<file path="src/rtl/vga_pkg.sv">
// Shared constants for the VGA text path: switch conditioning defaults and the
// 640x480@60 frame timing also used by the sync generator.
package vga_pkg;

  localparam int unsigned N_SW            = 8;
  localparam int unsigned DEBOUNCE_CYCLES = 1_000_000;
  localparam int unsigned CNT_W           = 20;
  localparam logic        VS_ACTIVE       = 1'b0;

  localparam int unsigned H_VISIBLE = 640;
  localparam int unsigned H_FRONT   = 16;
  localparam int unsigned H_SYNC    = 96;
  localparam int unsigned H_BACK    = 48;
  localparam int unsigned H_TOTAL   = H_VISIBLE + H_FRONT + H_SYNC + H_BACK;

  localparam int unsigned V_VISIBLE = 480;
  localparam int unsigned V_FRONT   = 10;
  localparam int unsigned V_SYNC    = 2;
  localparam int unsigned V_BACK    = 33;
  localparam int unsigned V_TOTAL   = V_VISIBLE + V_FRONT + V_SYNC + V_BACK;

  typedef enum logic [1:0] {
    DB_HOLD,
    DB_COUNT,
    DB_COMMIT
  } db_action_e;

  // Retrace begins on the transition from the idle level into the active level.
  function automatic logic is_frame_start(input logic vs_prev, input logic vs_now,
                                          input logic active);
    return (vs_prev == ~active) && (vs_now == active);
  endfunction

endpackage

</file>
<file path="src/rtl/sw_debounce_bit.sv">
// One switch bit: 2-FF synchroniser, saturating persistence counter and the
// debounced stable flop.
module sw_debounce_bit #(
  parameter int unsigned DEBOUNCE_CYCLES = vga_pkg::DEBOUNCE_CYCLES,
  parameter int unsigned CNT_W           = vga_pkg::CNT_W
) (
  input  logic clk_i,
  input  logic rst_i,
  input  logic raw_i,
  output logic stable_o
);
  import vga_pkg::*;

  localparam logic [CNT_W-1:0] CNT_LAST = CNT_W'(DEBOUNCE_CYCLES - 1);

  logic             s1_q;
  logic             s2_q;
  logic             stable_q;
  logic             stable_d;
  logic [CNT_W-1:0] cnt_q;
  logic [CNT_W-1:0] cnt_d;
  db_action_e       action;

  // Any return to the stable level drops back to HOLD, restarting the count.
  always_comb begin
    if (s2_q == stable_q) begin
      action = DB_HOLD;
    end else if (cnt_q == CNT_LAST) begin
      action = DB_COMMIT;
    end else begin
      action = DB_COUNT;
    end
  end

  always_comb begin
    stable_d = stable_q;
    cnt_d    = '0;
    case (action)
      DB_HOLD:   cnt_d = '0;
      DB_COUNT:  cnt_d = cnt_q + CNT_W'(1);
      DB_COMMIT: begin
        stable_d = s2_q;
        cnt_d    = '0;
      end
      default:   cnt_d = '0;
    endcase
  end

  always_ff @(posedge clk_i or posedge rst_i) begin
    if (rst_i) begin
      s1_q     <= 1'b0;
      s2_q     <= 1'b0;
      stable_q <= 1'b0;
      cnt_q    <= '0;
    end else begin
      s1_q     <= raw_i;
      s2_q     <= s1_q;
      stable_q <= stable_d;
      cnt_q    <= cnt_d;
    end
  end

  assign stable_o = stable_q;

endmodule

</file>
<file path="src/rtl/switch_frame_latch.sv">
// Debounces the board slide switches and republishes them only at the start of
// vertical retrace so the character content never changes mid-frame.
module switch_frame_latch #(
  parameter int unsigned N_SW            = vga_pkg::N_SW,
  parameter int unsigned DEBOUNCE_CYCLES = vga_pkg::DEBOUNCE_CYCLES,
  parameter int unsigned CNT_W           = vga_pkg::CNT_W,
  parameter logic        VS_ACTIVE       = vga_pkg::VS_ACTIVE
) (
  input  logic            clk,
  input  logic            reset,
  input  logic [N_SW-1:0] switch_raw,
  input  logic            vsync,
  output logic [N_SW-1:0] switch,
  output logic            sw_changed
);
  import vga_pkg::*;

  logic [N_SW-1:0] stable;
  logic            vs_prev_q;
  logic            frame_tick;
  logic [N_SW-1:0] switch_q;
  logic [N_SW-1:0] switch_d;
  logic            changed_q;
  logic            changed_d;

  for (genvar i = 0; i < N_SW; i++) begin : g_bit
    sw_debounce_bit #(
      .DEBOUNCE_CYCLES(DEBOUNCE_CYCLES),
      .CNT_W          (CNT_W)
    ) u_db (
      .clk_i   (clk),
      .rst_i   (reset),
      .raw_i   (switch_raw[i]),
      .stable_o(stable[i])
    );
  end

  assign frame_tick = is_frame_start(vs_prev_q, vsync, VS_ACTIVE);

  // Publish reads the registered stable vector, so a commit landing on the
  // tick cycle is picked up one frame later.
  always_comb begin
    switch_d  = switch_q;
    changed_d = 1'b0;
    if (frame_tick) begin
      switch_d  = stable;
      changed_d = (stable != switch_q);
    end
  end

  always_ff @(posedge clk or posedge reset) begin
    if (reset) begin
      vs_prev_q <= ~VS_ACTIVE;
      switch_q  <= '0;
      changed_q <= 1'b0;
    end else begin
      vs_prev_q <= vsync;
      switch_q  <= switch_d;
      changed_q <= changed_d;
    end
  end

  assign switch     = switch_q;
  assign sw_changed = changed_q;

endmodule

</file>
<file path="config.mk">
export PLATFORM = sky130hd
export DESIGN_NAME = switch_frame_latch
export DESIGN_NICKNAME = d
export VERILOG_FILES = /design/src/rtl/vga_pkg.sv /design/src/rtl/sw_debounce_bit.sv /design/src/rtl/switch_frame_latch.sv
export SDC_FILE = /design/constraint.sdc
export NUM_CORES = 1
export LEC_CHECK = 0
export ABC_AREA = 1
export CORE_MARGIN = 1.5
export CORE_UTILIZATION = 35
export CTS_BUF_LIST = sky130_fd_sc_hd__clkbuf_8
export CTS_CLUSTER_SIZE = 8
export DETAILED_ROUTE_END_ITERATION = 12
export MAX_ROUTING_LAYER = met4
export PLACE_DENSITY = 0.6
export REMOVE_ABC_BUFFERS = 1
export SLEW_MARGIN = 30
export SYNTH_ARGS = -nofsm -noshare
export SYNTH_HDL_FRONTEND = slang
export SYNTH_SLANG_ARGS = --single-unit
</file>
<file path="constraint.sdc">
create_clock -name clk -period 12.5 [get_ports clk]
set_clock_uncertainty 0.05 [all_clocks]
set_input_delay 1.875 -clock clk [delete_from_list [all_inputs] [get_ports clk]]
set_output_delay 1.875 -clock clk [all_outputs]
set_load 0.02 [all_outputs]
</file>
# --- Yosys cells after proc, flatten, opt, wreduce, memory -nomap -nowiden ---
# Index checks and enable logic that the tools add are counted.
classes:
  addsub: 8
  n_eq_ne: 33
  mux: 25
  bitwise: 1
  reduce_logical: 1
op_table:
  columns: ["operator", "count"]
  rows:
  - ["$add A20 B1 Y20 const B", 8]
  - ["$eq A20 B20 Y1 const B", 8]
  - ["$mux W20", 8]
  - ["$mux W2", 16]
  - ["$eq A2 B1 Y1 const B", 8]
  - ["$eq A2 B2 Y1 const B", 8]
  - ["$eq A1 B1 Y1", 8]
  - ["$ne A8 B8 Y1", 1]
  - ["$logic_and A1 B1 Y1", 1]
  - ["$mux W1", 1]
  - ["$not A1 Y1", 1]
totals:
  reg_bits: 194
  out_inout_bits: 9

# --- Logic depth before layout (Yosys ltp) ---
logic_depth:
  depth_word: 5
  depth_mapped: 9
  ltp_nobuf: 9

# --- Cells and area by module ---
# Synthesis repeated with hierarchy kept, for this count alone.
unflattened:
  hier_cells: 1406
  hier_area_um2: 10691.5
modules_own_cells:
  columns: ["module", "instances", "cells_per_inst", "area_each_um2"]
  rows:
  - ["sw_debounce_bit", 8, 166, 1270.0]
  - ["switch_frame_latch", 1, 78, 531.8]

# --- Least setup slack after synthesis ---
# No wires, ideal clock.
synth_path:
  kind: "input -> register"
  startpoint: "input vsync"
  endpoint: "register switch_q[0], in the netlist switch[0]"
  setup_ps: 125
  arrival_time_ps: 2468
  required_time_ps: 12325
  path_slack_ps: 9857
  stages: 3
  path_buffers: 0
  path_cell_list: "inv_1 > nand2_1 > mux2_2"
synth_via:
  elab_chain_len: 2
synth_rtl:
  columns: ["element", "line_no", "source"]
  rows:
  - ["start, declared", "switch_frame_latch.sv:12", "input logic vsync,"]
  - ["$not A1 Y1", "vga_pkg.sv:31", "return (vs_prev == ~active) && (vs_now == active);"]
  - ["$logic_and A1 B1 Y1", "vga_pkg.sv:31", null]
  - ["end signal, assigned", "switch_frame_latch.sv:58", "switch_q <= switch_d;"]
  - ["end, declared", "switch_frame_latch.sv:21", "logic [N_SW-1:0] switch_q;"]
# Every way passes these cells.
# A chain may end at the register's enable or synchronous reset.

# --- Worst setup path in the final report ---
layout_path:
  startpoint: "register switch_q[7], in the netlist switch[7]"
  endpoint: "output switch[7]"
layout_lines:
  columns: ["element", "line_no", "source"]
  rows:
  - ["end, declared", "switch_frame_latch.sv:13", "output logic [N_SW-1:0] switch,"]
# No word-level cell between the ends.

==> results.yml <==
outcome:
  status: "finished, final reports clean"
layout:
  fillers: 3057
  diodes: 0
  most-common-layout-cells: "nor2_1, nand2_1, dfrtp_1"
  syn_to_final_growth_pct: 9.52
  postLayoutCoreUtil_pct: 38.8
  final_common_cell: "nor2_1"
  instances_no_fill: 1791
  drive_gt1_share_pct: 8.35
  num-nets-final: 1407
pwr:
  swShare_pct: 24.9
  p_int_w: 0.000830
  cellLeakagePower_nw: 4.92
  powerDensity_mw_per_mm2: 96.3
  clock_power_share_pct: 38.1
  p_comb_share_pct: 3.7
  p_sw_w: 0.000276
  ir_worst_vdd_mv: 0.0566
  power_frac_seq_pct: 58.2
drt:
  drc: 0
  drtIter0Drc: 443
  routed_wl_um: 20600
  routed-via-count: 8113
  ant_nets: 0
  wl_per_cell_um: 11.5
  dr.pass1.iters: 5
  vias_per_cell: 4.53
placement:
  io_buffers: 19
  dp_hpwl_um: 14900
  placed_cells: 1759
  gp_congestion: 0.842
  pre_cts_ws_ns: 8.37
sta:
  relSlewSlack_pct: 44.6
  setup_violations: 0
  rsz0062_at_grt: "no"
  worst_pin_slew_ns: 0.831
  timing.fmax_mhz: 292
  post-route-period-util_pct: 27.4
  fin_ws_ns: 9.08
  whs_ns: 0.307
  hold_viol_final: 0
  finalMaxSlewViolations: 0
  finalCriticalPeriod_ns: 3.42
  tns_ns: 0
global_routing:
  antenna_found_initial: 0
  grt_overflow: 0
  grt_pass1_vias: 7755
  grt_pass1_wl_um: 36400
  grt_max_degree: 122
  track_usage_pct: 14.7
synth:
  synth_seq_cells: 194
  synth-compound-area-share_pct: 1.97
  yosysTopAreaCell: "dfrtp_1"
  syn-cell-area_mm2: 0.0105
  synthTopCellsByArea: "dfrtp_1, nor2_1, nand2_1"
  synthCells: 1358
  yosys.area_share.adder_pct: 0.955
  synth-seq-area-share_pct: 46.3
  syn_avg_cell_area_um2: 7.72
  synth.top_cell.area_share_pct: 46.1
  synth.distinct_cells: 28
  synth_xor_area_share_pct: 8.38
  synth_top_family_by_area: "simple AND/OR/NAND/NOR gates"
  synth_simple_gate_area_share_pct: 35.2
  muxShareOfSynthArea_pct: 0.752
  yosysWarnings: 0
die:
  core_area_mm2: 0.0296
  dieArea_mm2: 0.0310
  core.rowCount: 63
  die_w_um: 176
  ios: 20
  die_height_um: 176
  initial_utilization_pct: 35.5
worst_hold_path:
  hold_path_class: "reg -> reg"
  whs_path_depth: 0
clock_network:
  ctsResizeCount: 0
  cts_setup_buffers: 0
  cts.reportedPaths.clkPinSlew_ns: 0.10
  clock-sinks: 194
  htree_levels: 4
  ctsRootBufferMaster: "clkbuf_8"
  clock_path_buffers: 2
  cts_tree: "built"
  clkLatencyLatePin_ns: 0.48
  cts_buffers: 17
  hold_buffers: 0
setup_path:
  cp_slowest_cell: "clkdlybuf4s50_1"
  critPathTopFamily: "buffers and inverters"
  end_kind: "output pin"
  crit_buf_inv: 1
  crit_type: "reg -> out"
  max_stage_delay_ns: 0.63
  worstPathArrival_ns: 1.50
  worstPathRequired_ns: 10.57
  ff2ff_path_depth: 6
  critPathMaxFanout: 3
  crit_cells: 1
  worstPathCellList: "clkdlybuf4s50_1"
  start_kind: "flip-flop"
flow_run:
  cap_violations: 0
## layer usage
layer / up-vias / wire length, um / share of wire [%] / global-route usage (%)
met5: - / 0 / 0 / -
met4: 0 / 239 / 1.2 / 4.17
met3: 16 / 386 / 1.9 / 2.15
met2: 63 / 9390 / 46 / 23.3
met1: 3795 / 10500 / 51 / 19.7
li1: 4239 / - / - / -
## kinds of logic (layout without fill, tap and decap cells)
group                      count (synthesis)  count (layout)
AOI/OAI and AO/OA                         36              36
and+or+nand+nor                          857             857
buffers and inverters                    160             203
muxes                                      7               7
DFF                                      194             194
xor gates and xnor gates                  96              96
adders and majority gates                  8               8
## cell type report
cell class | instances | area [um2] | share of cell area, %
Multi-Input combinational cell | 1004 | 4960 | 43.2
Sequential cell | 194 | 4860 | 42.3
Inverter | 151 | 574 | 5.00
Tap cell | 390 | 488 | 4.25
Clock buffer | 17 | 234 | 2.04
Timing Repair Buffer | 20 | 201 | 1.75
Clock inverter | 15 | 170 | 1.48
## state kept, by name, indices dropped and copies added, names as in the netlist
signal,count
g_bit.u_db.cnt_q,160
g_bit.u_db.s2_q,8
vs_prev_q,1
g_bit.u_db.s1_q,8
sw_changed,1
switch,8
g_bit.u_db.stable_o,8
## power by group through the flow
stage	Combinational, W	Sequential [W]	Clock (W)
6_report	0.0000407	0.000644	0.000421
5_1_grt	0.0000485	0.000646	0.000459
4_1_cts	0.0000426	0.000644	0.000436
3_5_place_dp	0.0000424	0.000657	0
3_3_place_gp	0.0000421	0.000656	0
2_1_floorplan	0.0000294	0.000655	0
## final timing paths
kind | startpoint | endpoint | slack, ns
worst max register to register | g_bit[5].u_db.cnt_q[0] | g_bit[5].u_db.cnt_q[14] | 10.63
worst min register to register | g_bit[5].u_db.s1_q | g_bit[5].u_db.s2_q | 0.31
worst min-delay path | g_bit[5].u_db.s1_q | g_bit[5].u_db.s2_q | 0.31
min in group asynchronous | reset | g_bit[2].u_db.cnt_q[13] | 1.88
worst max-delay path | switch[7] | switch[7] | 9.08
max in group asynchronous | reset | g_bit[1].u_db.cnt_q[0] | 9.27
## cells in the mapped netlist, drive strengths merged
| library cell | count |
|---|---|
| o21bai | 10 |
| mux2 | 7 |
| o22ai | 1 |
| nor2 | 375 |
| nand2 | 346 |
| xor2 | 56 |
| nand4 | 23 |
| ha | 8 |
| and2 | 1 |
| inv | 151 |
| xnor2 | 40 |
| dfstp | 1 |
| nor3 | 12 |
| o21ai | 17 |
| a21oi | 8 |
| nand3 | 100 |
| buf | 9 |
| dfrtp | 193 |
## per-stage QoR
| step | cell area, um2 | total power, W |
|---|---|---|
| global route | 11500 | 0.00115 |
| detailed placement | 11100 | 0.000699 |
| global placement | 11100 | 0.000699 |
| finish | 11500 | 0.00111 |
| floorplan | 10400 | 0.000684 |
| CTS | 11500 | 0.00112 |
No activity file was read; power rests on OpenSTA's default activity.
